--- src/rtl/unidade_hazard.sv ---
`default_nettype none
// unidade_hazard: load-use and dependency hazard detection, and EX operand forward selects, for the 5-stage pipeline.
// Macro FORWARDING_EN enables bypassing; without it the unit is a full interlock. Revision 1.0
module unidade_hazard #(
  parameter int LARGURA_REG  = 5,
  parameter int LARGURA_CONT = 16
) (
  input  logic                    clock,
  input  logic                    reset_n,
  input  logic                    idValido,
  input  logic [LARGURA_REG-1:0]  idRs,
  input  logic [LARGURA_REG-1:0]  idRt,
  input  logic                    idUsaRs,
  input  logic                    idUsaRt,
  input  logic [LARGURA_REG-1:0]  idRd,
  input  logic                    idEscreve,
  input  logic                    idLoad,
  input  logic                    flush,
  output logic [1:0]              forwardA,
  output logic [1:0]              forwardB,
  output logic                    stall,
  output logic [LARGURA_CONT-1:0] contadorStall
);

  localparam logic [LARGURA_CONT-1:0] CONT_UM = LARGURA_CONT'(1);

  logic [LARGURA_REG-1:0]  ex_dst, mem_dst, wb_dst;
  logic                    ex_wr, ex_load, mem_wr, mem_load, wb_wr;
  logic                    ex_vivo, mem_vivo;
  logic                    rs_ex, rt_ex, rs_mem, rt_mem;
  logic                    bolha;
  logic [LARGURA_CONT-1:0] contador;
  logic                    unused_estado;

  // A slot writing r0 is never a producer.
  assign ex_vivo  = ex_wr & (ex_dst != '0);
  assign mem_vivo = mem_wr & (mem_dst != '0);

  assign rs_ex  = idUsaRs & ex_vivo  & (idRs == ex_dst);
  assign rt_ex  = idUsaRt & ex_vivo  & (idRt == ex_dst);
  assign rs_mem = idUsaRs & mem_vivo & (idRs == mem_dst);
  assign rt_mem = idUsaRt & mem_vivo & (idRt == mem_dst);

`ifdef FORWARDING_EN
  assign stall = idValido & ~flush & ex_load & (rs_ex | rt_ex);
`else
  // Regfile writes in the first half-cycle, so only EX and MEM producers block.
  assign stall = idValido & ~flush & (rs_ex | rt_ex | rs_mem | rt_mem);
`endif

  assign bolha = flush | stall | ~idValido;

  always_ff @(posedge clock) begin
    if (!reset_n) begin
      ex_dst   <= '0;
      ex_wr    <= 1'b0;
      ex_load  <= 1'b0;
      mem_dst  <= '0;
      mem_wr   <= 1'b0;
      mem_load <= 1'b0;
      wb_dst   <= '0;
      wb_wr    <= 1'b0;
      contador <= '0;
    end else begin
      wb_dst   <= mem_dst;
      wb_wr    <= mem_wr;
      mem_dst  <= ex_dst;
      mem_wr   <= ex_wr;
      mem_load <= ex_load;
      if (bolha) begin
        ex_dst  <= '0;
        ex_wr   <= 1'b0;
        ex_load <= 1'b0;
      end else begin
        ex_dst  <= idRd;
        ex_wr   <= idEscreve;
        ex_load <= idLoad;
      end
      if (stall && (contador != '1)) begin
        contador <= contador + CONT_UM;
      end
    end
  end

  assign contadorStall = contador;

`ifdef FORWARDING_EN
  logic [1:0] fwd_a, fwd_b, fwd_a_prox, fwd_b_prox;

  // A matching load in EX always stalls, so the !ex_load test only matters for non-stalling paths.
  always_comb begin
    fwd_a_prox = 2'b00;
    fwd_b_prox = 2'b00;
    if (!bolha) begin
      if (rs_ex && !ex_load) fwd_a_prox = 2'b10;
      else if (rs_mem)       fwd_a_prox = 2'b01;
      if (rt_ex && !ex_load) fwd_b_prox = 2'b10;
      else if (rt_mem)       fwd_b_prox = 2'b01;
    end
  end

  always_ff @(posedge clock) begin
    if (!reset_n) begin
      fwd_a <= 2'b00;
      fwd_b <= 2'b00;
    end else begin
      fwd_a <= fwd_a_prox;
      fwd_b <= fwd_b_prox;
    end
  end

  assign forwardA      = fwd_a;
  assign forwardB      = fwd_b;
  assign unused_estado = ^{mem_load, wb_dst, wb_wr};
`else
  assign forwardA      = 2'b00;
  assign forwardB      = 2'b00;
  assign unused_estado = ^{ex_load, mem_load, wb_dst, wb_wr};
`endif

endmodule
`default_nettype wire

--- config.mk ---
export PLATFORM = sky130hd
export DESIGN_NAME = unidade_hazard
export DESIGN_NICKNAME = d
export VERILOG_FILES = /design/src/rtl/unidade_hazard.sv
export SDC_FILE = /design/constraint.sdc
export NUM_CORES = 1
export LEC_CHECK = 0
export ABC_CLOCK_PERIOD_IN_PS = 5100
export CORE_UTILIZATION = 48
export DETAILED_ROUTE_END_ITERATION = 8
export PLACE_DENSITY = 0.85
export SLEW_MARGIN = 20
export SYNTH_ARGS = -nofsm -noshare
export SYNTH_HDL_FRONTEND = slang
export SYNTH_SLANG_ARGS = --single-unit
--- constraint.sdc ---
create_clock -name clock -period 5.1 [get_ports clock]
set_input_delay 1.275 -clock clock [delete_from_list [all_inputs] [get_ports clock]]
set_output_delay 1.275 -clock clock [all_outputs]
set_load 0.1 [all_outputs]
==> flow_metrics.py, run 1 <==
metrics = {
    "outcome": {
        "status": "finished, violations left",
        "violations": "design-rule violations",
    },
    "yosys": {
        "synth_area_per_cell_um2": 8.900,
        "yosysTopAreaCell": "dfxtp_1",
        "synthArstFlopShare": 0,
        "ys_seq_area_frac": 0.3749,
        "ys_top_cells_by_area": "dfxtp_1 (37%), xor2_1 (9.4%), and2_1 (6.7%), or4_1 (4.5%), mux2i_1 (4.0%)",
        "yosysWarnings": 0,
        "syn_area_mm2": 0.001495,
        "synth-edff-count": 0,
        "ys_top_cells_by_count": "dfxtp_1 (28), and2_1 (16), xor2_1 (16), nand2_1 (11)",
        "synth_top_area_share": 0.3749,
        "ys.flop_type": "dfxtp_1",
        "synth_most_common_cell": "dfxtp_1",
        "syn_inst": 168,
        "synth_cell_types": 37,
        "ys_ff_latch": 28,
    },
    "finish": {
        "area_growth_pct": 29.12,
        "drive_above_1_share": 0.03922,
        "regArea_um2": 560.5,
        "fin_nets": 229,
        "fin_util": 0.6768,
        "final.fill_count": 228,
        "fin_area_mm2": 0.001931,
        "num_antenna_cells": 0,
        "stdcell_count": 235,
        "multi_input_area_um2": 877.1,
    },
    "placement": {
        "place_congestion": 0.8875,
        "placedCellCount": 231,
        "place_area_mm2": 0.001878,
        "io_buffers": 38,
        "place_ws_ns": 0.6396,
        "place_hpwl_um": 2536,
    },
    "timing": {
        "fin_tns_setup_ns": 0,
        "fin_skew_ns": 0.007990,
        "timing.final.ws_setup_ns": 0.6227,
        "fmax_mhz": 223.4,
        "holdWs_ns": 0.4659,
        "hold_viol": 0,
        "tightest_slew_ns": 0.9765,
        "min_period_ns": 4.477,
        "maxSlewViolCount": 0,
        "slew_headroom": 0.3470,
        "setup_viol": 0,
        "finalCritPeriodShare": 0.8779,
        "rsz0062_at_grt": "no",
    },
    "clock_tree": {
        "cts_inserted_buffers": 3,
        "cts_tree": "done",
        "cts.clk_slew.worst_paths_ns": 0.14,
        "htree_levels": 1,
        "post_cts_resized": 0,
        "hold_buffers": 0,
        "cts_num_sinks": 28,
        "post_cts_buffers": 0,
        "clk-insertion-delay-late_ns": 0.33,
        "cts_root_buf": "clkbuf_4",
        "cts_buffer_depth": 2,
    },
    "global_route": {
        "grt_max_degree": 24,
        "grtUsageTotal": 0.2170,
        "grt-ovfl-total": 0,
        "antenna_found_initial": 0,
        "grt_pass1_wl_um": 5671,
        "grt_pass1_vias": 1308,
    },
    "critical_path": {
        "worst_path_dominant_cell_family": "buffers and inverters",
        "rr_worst_depth": 6,
        "required_ns": 3.83,
        "cp_num_cells": 7,
        "cp_slowest_cell": "clkdlybuf4s50_1",
        "path_max_fanout": 23,
        "critical_path_class": "in -> out",
        "startpoint_type": "input port",
        "endpoint_kind": "primary output",
        "path_buf_inv": 2,
        "critical-path-max-stage-delay_ns": 0.46,
        "crit_chain": "clkdlybuf4s50_1 > xor2_1 > nor4_1 > a32oi_1 > o22a_2 > nor2_1 > buf_12",
        "cp.arrival_ns": 3.20,
    },
    "power_and_ir_drop": {
        "p_total_mw": 0.4199,
        "peakVddDrop_v": 0.0001653,
        "power_density_mw_per_mm2": 217.5,
        "p_leak_nw": 0.7064,
    },
    "flow_run": {
        "maxCapViolations": 0,
    },
    "route": {
        "via_per_inst": 5.753,
        "drt-initial-drc-count": 50,
        "wirelength_um": 3374,
        "ant_nets": 0,
        "vias": 1352,
        "drt-pass1-iter-count": 6,
        "wl_per_cell_um": 14.36,
        "drc": 3,
    },
    "floorplanning": {
        "coreArea_mm2": 0.002853,
        "start_util": 0.5241,
        "num_rows": 19,
        "die-height_um": 57.81,
        "die_w_um": 57.81,
        "io_pins": 44,
        "die_area_mm2": 0.003342,
    },
    "min_path": {
        "hold_class": "reg -> reg",
        "hold_depth": 1,
    },
}
[cells by family (layout without fill, tap and decap cells)]
| family | Yosys count | after routing | share of synthesized area |
|---|---|---|---|
| simple gates | 72 | 72 | 0.2895 |
| compound gates | 28 | 28 | 0.1213 |
| flops | 28 | 28 | 0.3749 |
| xor+xnor | 20 | 20 | 0.1171 |
| buf+inv | 12 | 45 | 0.04602 |
| mux | 6 | 6 | 0.04017 |
| fa+ha+maj | 1 | 1 | 0.008367 |
| other cells | 1 | 4 | 0.002508 |
[worst paths after layout]
kind              slack [ns]          endpoint       from
setup / recovery        0.62             stall    idRt[1]
hold / removal          0.47            mem_wr      ex_wr
setup reg to reg        2.88  contadorStall[3]  ex_dst[4]
hold reg to reg         0.47            mem_wr      ex_wr
[routing by layer]
layer / global-route usage / share of wire / vias up
met5: 0 / 0 / -
met4: 0.1088 / 0.021 / 0
met3: 0.03795 / 0.058 / 10
met2: 0.3662 / 0.50 / 52
met1: 0.2657 / 0.42 / 618
li1: - / - / 672
[cell usage in the layout (no fill, tap or decap), drive strengths merged, types with 2 or more instances in the layout]
| cell | synthesis | final |
|---|---|---|
| nor3 | 2 | 2 |
| xnor2 | 4 | 4 |
| inv | 2 | 2 |
| and4 | 4 | 4 |
| dfxtp | 28 | 28 |
| clkdlybuf4s50 | 0 | 37 |
| o31ai | 7 | 7 |
| a32oi | 2 | 2 |
| or3 | 2 | 2 |
| nand3 | 8 | 8 |
| mux2i | 6 | 6 |
| nand2 | 11 | 11 |
| nor4 | 6 | 6 |
| nand2b | 7 | 7 |
| clkbuf | 3 | 3 |
| a21oi | 9 | 9 |
| xor2 | 16 | 16 |
| and2 | 16 | 16 |
| or4 | 9 | 9 |
| nor2 | 3 | 3 |
| conb | 1 | 4 |
| o21ai | 5 | 5 |
[registers in the layout (all words and copies together) (netlist names)]
| signal | flops |
|---|---|
| contadorStall | 16 |
| ex_dst | 5 |
| mem_dst | 5 |
| ex_wr | 1 |
| mem_wr | 1 |
[report_power, final]
| group | total (mW) | internal (mW) | switching (mW) |
|---|---|---|---|
| Clock | 0.143 | 0.0795 | 0.0635 |
| Combinational | 0.0538 | 0.0236 | 0.0302 |
| Sequential | 0.223 | 0.221 | 0.00228 |
| Total | 0.420 | 0.324 | 0.0959 |
[layout make-up]
type	count	share of cell area
Clock buffer	3	0.01167
Clock inverter	1	0.01555
Inverter	3	0.005833
Multi-Input combinational cell	131	0.4543
Sequential cell	28	0.2903
Tap cell	31	0.02009
Timing Repair Buffer	38	0.2022
Power figures use the tool's default switching activity.
==> run 2, diff against run 1 <==
Settings changed: ABC_AREA from default to 1, PLACE_DENSITY 0.85 to 0.8.
==> run 2 against run 1 <==
The run now ends clean. Critical path depth is 5 higher. Count of clock-buffer cells in the layout did not move. Die area is 34% higher. Non-clock buffer count rose by 1. Sequential power about the same. Final cell count grew 84%. Via count up 47%. Synthesized cell count increased by 110%. Register-to-register slack improved by 0.28 ns. Critical path type unchanged. Critical endpoint unchanged. Highest routed layer unchanged.
==> flow_metrics.py, run 2 <==
metrics = {
    "outcome": {
        "status": "complete, no violations",
    },
    "clock_tree": {
        "post_cts_buffers": 0,
        "cts_num_sinks": 28,
        "cts_root_buf": "clkbuf_8",
        "clk-insertion-delay-late_ns": 0.28,
        "cts_tree": "done",
        "htree_levels": 1,
        "cts.clk_slew.worst_paths_ns": 0.10,
        "post_cts_resized": 0,
        "cts_buffer_depth": 2,
        "cts_inserted_buffers": 3,
        "hold_buffers": 0,
    },
    "global_route": {
        "antenna_found_initial": 0,
        "grtUsageTotal": 0.2049,
        "grt-ovfl-total": 0,
        "grt_pass1_wl_um": 7038,
        "grt_pass1_vias": 1731,
        "grt_max_degree": 32,
    },
    "critical_path": {
        "path_max_fanout": 31,
        "endpoint_kind": "primary output",
        "crit_chain": "clkdlybuf4s50_1 > inv_1 > nand2_1 > nand2_1 > nor2_1 > nand3_1 > nand2_1 > nand2_2 > nand2_4 > nand2_1 > inv_1 > buf_12",
        "critical_path_class": "in -> out",
        "cp.arrival_ns": 3.03,
        "cp_slowest_cell": "clkdlybuf4s50_1",
        "startpoint_type": "input port",
        "required_ns": 3.83,
        "critical-path-max-stage-delay_ns": 0.52,
        "cpMostUsedCell": "nand2_1",
    },
    "yosys": {
        "synthArstFlopShare": 0,
        "ys_top_cells_by_count": "nand2_1 (109), inv_1 (80), nor2_1 (54), dfxtp_1 (28), nand4_1 (22)",
        "synth_cell_types": 26,
        "ys.flop_type": "dfxtp_1",
        "ys_seq_area_frac": 0.2771,
        "syn_inst": 349,
        "yosysTopAreaCell": "dfxtp_1",
        "syn_area_mm2": 0.002023,
        "synth-edff-count": 0,
        "synth_top_area_share": 0.2771,
        "ys_ff_latch": 28,
        "ys_top_cells_by_area": "dfxtp_1 (28%), nand2_1 (20%), inv_1 (15%), nor2_1 (10%), nand4_1 (6.8%)",
        "synth_area_per_cell_um2": 5.797,
        "yosysWarnings": 0,
        "synth_most_common_cell": "nand2_1",
    },
    "timing": {
        "tightest_slew_ns": 0.9693,
        "fin_tns_setup_ns": 0,
        "hold_viol": 0,
        "setup_viol": 0,
        "fmax_mhz": 232.5,
        "fin_skew_ns": 0.009909,
        "finalCritPeriodShare": 0.8435,
        "slew_headroom": 0.3518,
        "maxSlewViolCount": 0,
        "min_period_ns": 4.302,
        "rsz0062_at_grt": "no",
    },
    "min_path": {
        "hold_class": "reg -> reg",
    },
    "finish": {
        "final.fill_count": 386,
        "final_common_cell": "nand2_1",
        "mostFrequentLayoutCells": "nand2_1 (109), inv_1 (80), nor2_1 (53)",
        "fin_nets": 407,
        "area_growth_pct": 21.83,
        "num_antenna_cells": 0,
        "drive_above_1_share": 0.08901,
        "largest_reg_flops": 16,
    },
    "power_and_ir_drop": {
        "peakVddDrop_v": 0.0001363,
        "p_total_mw": 0.4632,
        "power_density_mw_per_mm2": 187.9,
        "p_leak_nw": 1.260,
    },
    "floorplanning": {
        "num_rows": 23,
        "io_pins": 44,
        "die-height_um": 66.92,
        "start_util": 0.5022,
        "die_w_um": 66.92,
        "die_area_mm2": 0.004478,
        "coreArea_mm2": 0.004029,
    },
    "route": {
        "ant_nets": 0,
        "drt-initial-drc-count": 70,
        "wirelength_um": 4229,
        "drt-pass1-iter-count": 4,
        "wl_per_cell_um": 9.789,
        "drc": 0,
        "vias": 1990,
        "via_per_inst": 4.606,
    },
    "placement": {
        "place_hpwl_um": 3137,
        "place_congestion": 0.7879,
        "io_buffers": 38,
    },
    "flow_run": {
        "maxCapViolations": 0,
    },
}
run 2: changes by cell type in the layout (fill, tap and decap cells not counted), sizes merged, moves of 9 or more:
| cell | delta |
|---|---|
| a21oi | -9 |
| and2 | -16 |
| inv | +84 |
| nand2 | +103 |
| nand3 | +14 |
| nand4 | +21 |
| nor2 | +53 |
| or4 | -9 |
| xor2 | -16 |
run 2: stage by stage:
| step | instance area (um2) | util | hold WS (ns) | setup slack (ns) | cells |
|---|---|---|---|---|---|
| floorplan | 2034 | - | 0.4036 | 1.245 | 352 |
| CTS | 2465 | 0.6118 | 0.4360 | 0.7879 | 432 |
| detailed placement | 2394 | 0.5941 | 0.4209 | 0.8046 | 428 |
| global placement | 2394 | 0.5941 | 0.4199 | 0.8177 | 428 |
| global route | 2465 | 0.6118 | 0.4624 | 0.6484 | 432 |
| finish | 2465 | 0.6118 | 0.4298 | 0.7981 | 432 |
run 2: worst paths after layout:
check / from / to / slack, ns / cells past startpoint
max reg2reg: contadorStall[0] / contadorStall[15] / 3.16 / 9
min: ex_wr / mem_wr / 0.43 / 2
max: idRs[3] / stall / 0.80 / 12
min reg2reg: ex_wr / mem_wr / 0.43 / 2
run 2: logic make-up after synthesis:
family | count (synthesis) | synth area share
adders and majority gates | 1 | 0.006183
buffers and inverters | 99 | 0.2109
and+or+nand+nor | 215 | 0.4861
AOI/OAI and AO/OA | 4 | 0.01360
xor gates and xnor gates | 1 | 0.004330
other | 1 | 0.001854
DFF | 28 | 0.2771
run 2: worst max-delay path, delay by kind of cell:
kind                   cells  cell delay [ns]
buffers and inverters      4             0.88
AND/OR/NAND/NOR            8             0.87
run 2: final cells by class:
| type | count | area [um2] | area share |
|---|---|---|---|
| Clock inverter | 1 | 30.03 | 0.01218 |
| Clock buffer | 3 | 41.29 | 0.01675 |
| Sequential cell | 28 | 560.5 | 0.2274 |
| Timing Repair Buffer | 39 | 397.9 | 0.1614 |
| Inverter | 86 | 322.8 | 0.1310 |
| Tap cell | 50 | 62.56 | 0.02538 |
| Multi-Input combinational cell | 225 | 1050 | 0.4259 |
run 2: layer usage:
layer,up-vias,wire (um),global-route usage
met5,-,0,0
met4,0,70,0.08777
met2,32,1897,0.3409
met1,858,2129,0.2623
li1,1093,-,-
met3,7,132,0.02568
run 2: report_power, final:
| part | switching (mW) | internal (mW) | total, mW |
|---|---|---|---|
| clock | 0.0713 | 0.105 | 0.177 |
| combinational | 0.0395 | 0.0246 | 0.0642 |
| sequential | 0.00190 | 0.221 | 0.222 |
| total | 0.113 | 0.350 | 0.463 |
==> run 3, diff against run 2 <==
Settings changed: ABC_CLOCK_PERIOD_IN_PS 5100 to 3700, CORE_UTILIZATION 48 to 46.
Clock period 5.1 ns to 3.7 ns, I/O delays scaled along.
==> run 3 against run 2 <==
Count of clock-buffer cells in the layout increased by 1. Hold slack improved by 0.027 ns. Clock power is 9% higher. Core utilization down 1.9 points. Register-to-register slack got worse by 1.4 ns. Power is 27% higher. Final cell count grew 0.46%. Die area rose by 4.2%. Non-clock buffer count grew 2. Design area is 1.1% lower. Largest power group unchanged. Highest routed layer unchanged.
==> flow_metrics.py, run 3 (synthesis results as in run 2) <==
metrics = {
    "route": {
        "drc": 0,
        "via_per_inst": 4.684,
        "vias": 2033,
        "ant_nets": 0,
        "wirelength_um": 4229,
        "wl_per_cell_um": 9.744,
        "drt-pass1-iter-count": 4,
        "drt-initial-drc-count": 100,
    },
    "clock_tree": {
        "post_cts_resized": 0,
        "cts_buffer_depth": 2,
        "hold_buffers": 0,
        "post_cts_buffers": 0,
        "cts_tree": "done",
        "cts_num_sinks": 28,
        "cts_root_buf": "clkbuf_8",
        "cts_inserted_buffers": 3,
        "cts.clk_slew.worst_paths_ns": 0.10,
        "htree_levels": 1,
        "clk-insertion-delay-late_ns": 0.28,
    },
    "timing": {
        "rsz0062_at_grt": "no",
        "min_period_ns": 3.343,
        "fin_tns_setup_ns": 0,
        "tightest_slew_ns": 0.9630,
        "timing.final.ws_setup_ns": 0.3570,
        "slew_headroom": 0.3560,
        "setup_viol": 0,
        "maxSlewViolCount": 0,
        "finalCritPeriodShare": 0.9035,
        "fmax_mhz": 299.1,
        "hold_viol": 0,
        "fin_skew_ns": 0.01312,
    },
    "finish": {
        "largest_reg_flops": 16,
        "final_common_cell": "nand2_1",
        "drive_above_1_share": 0.1198,
        "area_growth_pct": 20.53,
        "mostFrequentLayoutCells": "nand2_1 (109), inv_1 (80), nor2_1 (53)",
        "final.fill_count": 413,
        "num_antenna_cells": 0,
        "regArea_um2": 560.5,
        "multi_input_area_mm2": 0.001050,
        "fin_nets": 409,
    },
    "flow_run": {
        "maxCapViolations": 0,
    },
    "outcome": {
        "status": "complete, no violations",
    },
    "min_path": {
        "hold_class": "reg -> reg",
    },
    "global_route": {
        "antenna_found_initial": 0,
        "grt_pass1_wl_um": 7038,
        "grt-ovfl-total": 0,
        "grtUsageTotal": 0.1951,
        "grt_max_degree": 32,
        "grt_pass1_vias": 1735,
    },
    "critical_path": {
        "cp.arrival_ns": 2.42,
        "reg2reg_slack_ns": 1.78,
        "rr_worst_depth": 10,
        "r2r-end": "contadorStall[13]",
        "cp_slowest_cell": "clkdlybuf4s50_1",
        "path_max_fanout": 3,
        "critical_path_class": "in -> out",
        "cp-endpoint": "stall",
        "startpoint_type": "input port",
        "rr_startpoint": "contadorStall[0]",
        "endpoint_kind": "primary output",
        "crit_start": "idRt[1]",
        "crit_chain": "clkdlybuf4s50_1 > inv_1 > nand2_1 > nand2_1 > nor2_1 > nand3_1 > nand2_1 > nand2_2 > nand2_4 > nand2_1 > inv_1 > buf_12",
        "critical-path-max-stage-delay_ns": 0.51,
        "cpMostUsedCell": "nand2_1",
        "required_ns": 2.77,
    },
    "power_and_ir_drop": {
        "power_density_mw_per_mm2": 241.3,
        "peakVddDrop_v": 0.0001379,
        "p_leak_nw": 1.284,
    },
    "placement": {
        "io_buffers": 38,
        "place_hpwl_um": 3162,
        "place_congestion": 0.8813,
        "place_ws_ns": 0.3832,
    },
    "floorplanning": {
        "die-height_um": 68.32,
        "coreArea_mm2": 0.004115,
        "die_area_mm2": 0.004668,
        "start_util": 0.4916,
        "num_rows": 23,
        "die_w_um": 68.32,
        "io_pins": 44,
    },
}
-- run 3: worst min path at each step --
stage / startpoint / slack [ns] / cells past startpoint / end
after floorplan: ex_wr / 0.40 / 2 / mem_wr
after global routing: ex_wr / 0.49 / 2 / mem_wr
after global placement: ex_wr / 0.43 / 2 / mem_wr
after detailed placement: ex_wr / 0.45 / 2 / mem_wr
after CTS: ex_wr / 0.46 / 2 / mem_wr
final: ex_wr / 0.46 / 2 / mem_wr
-- run 3: final cells by class --
class,instances,share of cell area
multi-input cells,225,0.4305
well taps,50,0.02565
flip-flops and latches,28,0.2299
clock buffers,4,0.02258
repair buffers,41,0.1591
inverters,86,0.1324
-- run 3: routing by layer --
layer / routed length (um) / GRT usage / vias to the layer above / share of wire
met2: 1993 / 0.3419 / 38 / 0.47
met4: 49 / 0.05469 / 0 / 0.012
met1: 2020 / 0.2480 / 895 / 0.48
met3: 166 / 0.02333 / 5 / 0.039
met5: 0 / 0 / - / 0
li1: - / - / 1095 / -
-- run 3: stage by stage --
step	instances	cell area [um2]	hold slack [ns]	power (mW)	util
6_report	434	2439	0.4572	0.5883	0.5926
5_1_grt	434	2439	0.4861	0.6126	0.5926
4_1_cts	434	2439	0.4610	0.5906	0.5926
3_5_place_dp	430	2384	0.4467	0.4022	0.5792
3_3_place_gp	430	2384	0.4282	0.4016	0.5792
2_1_floorplan	352	2034	0.4036	0.3724	-
-- run 3: critical path, delay by kind of cell --
kind	cells	cell delay, ns
buffers and inverters	4	0.90
and+or+nand+nor	8	0.59
-- run 3: report_power, final --
group          switching (mW)  total [mW]  internal [mW]
clock                  0.0974       0.193         0.0955
combinational          0.0542      0.0887         0.0344
sequential            0.00280       0.307          0.304
total                   0.154       0.588          0.434
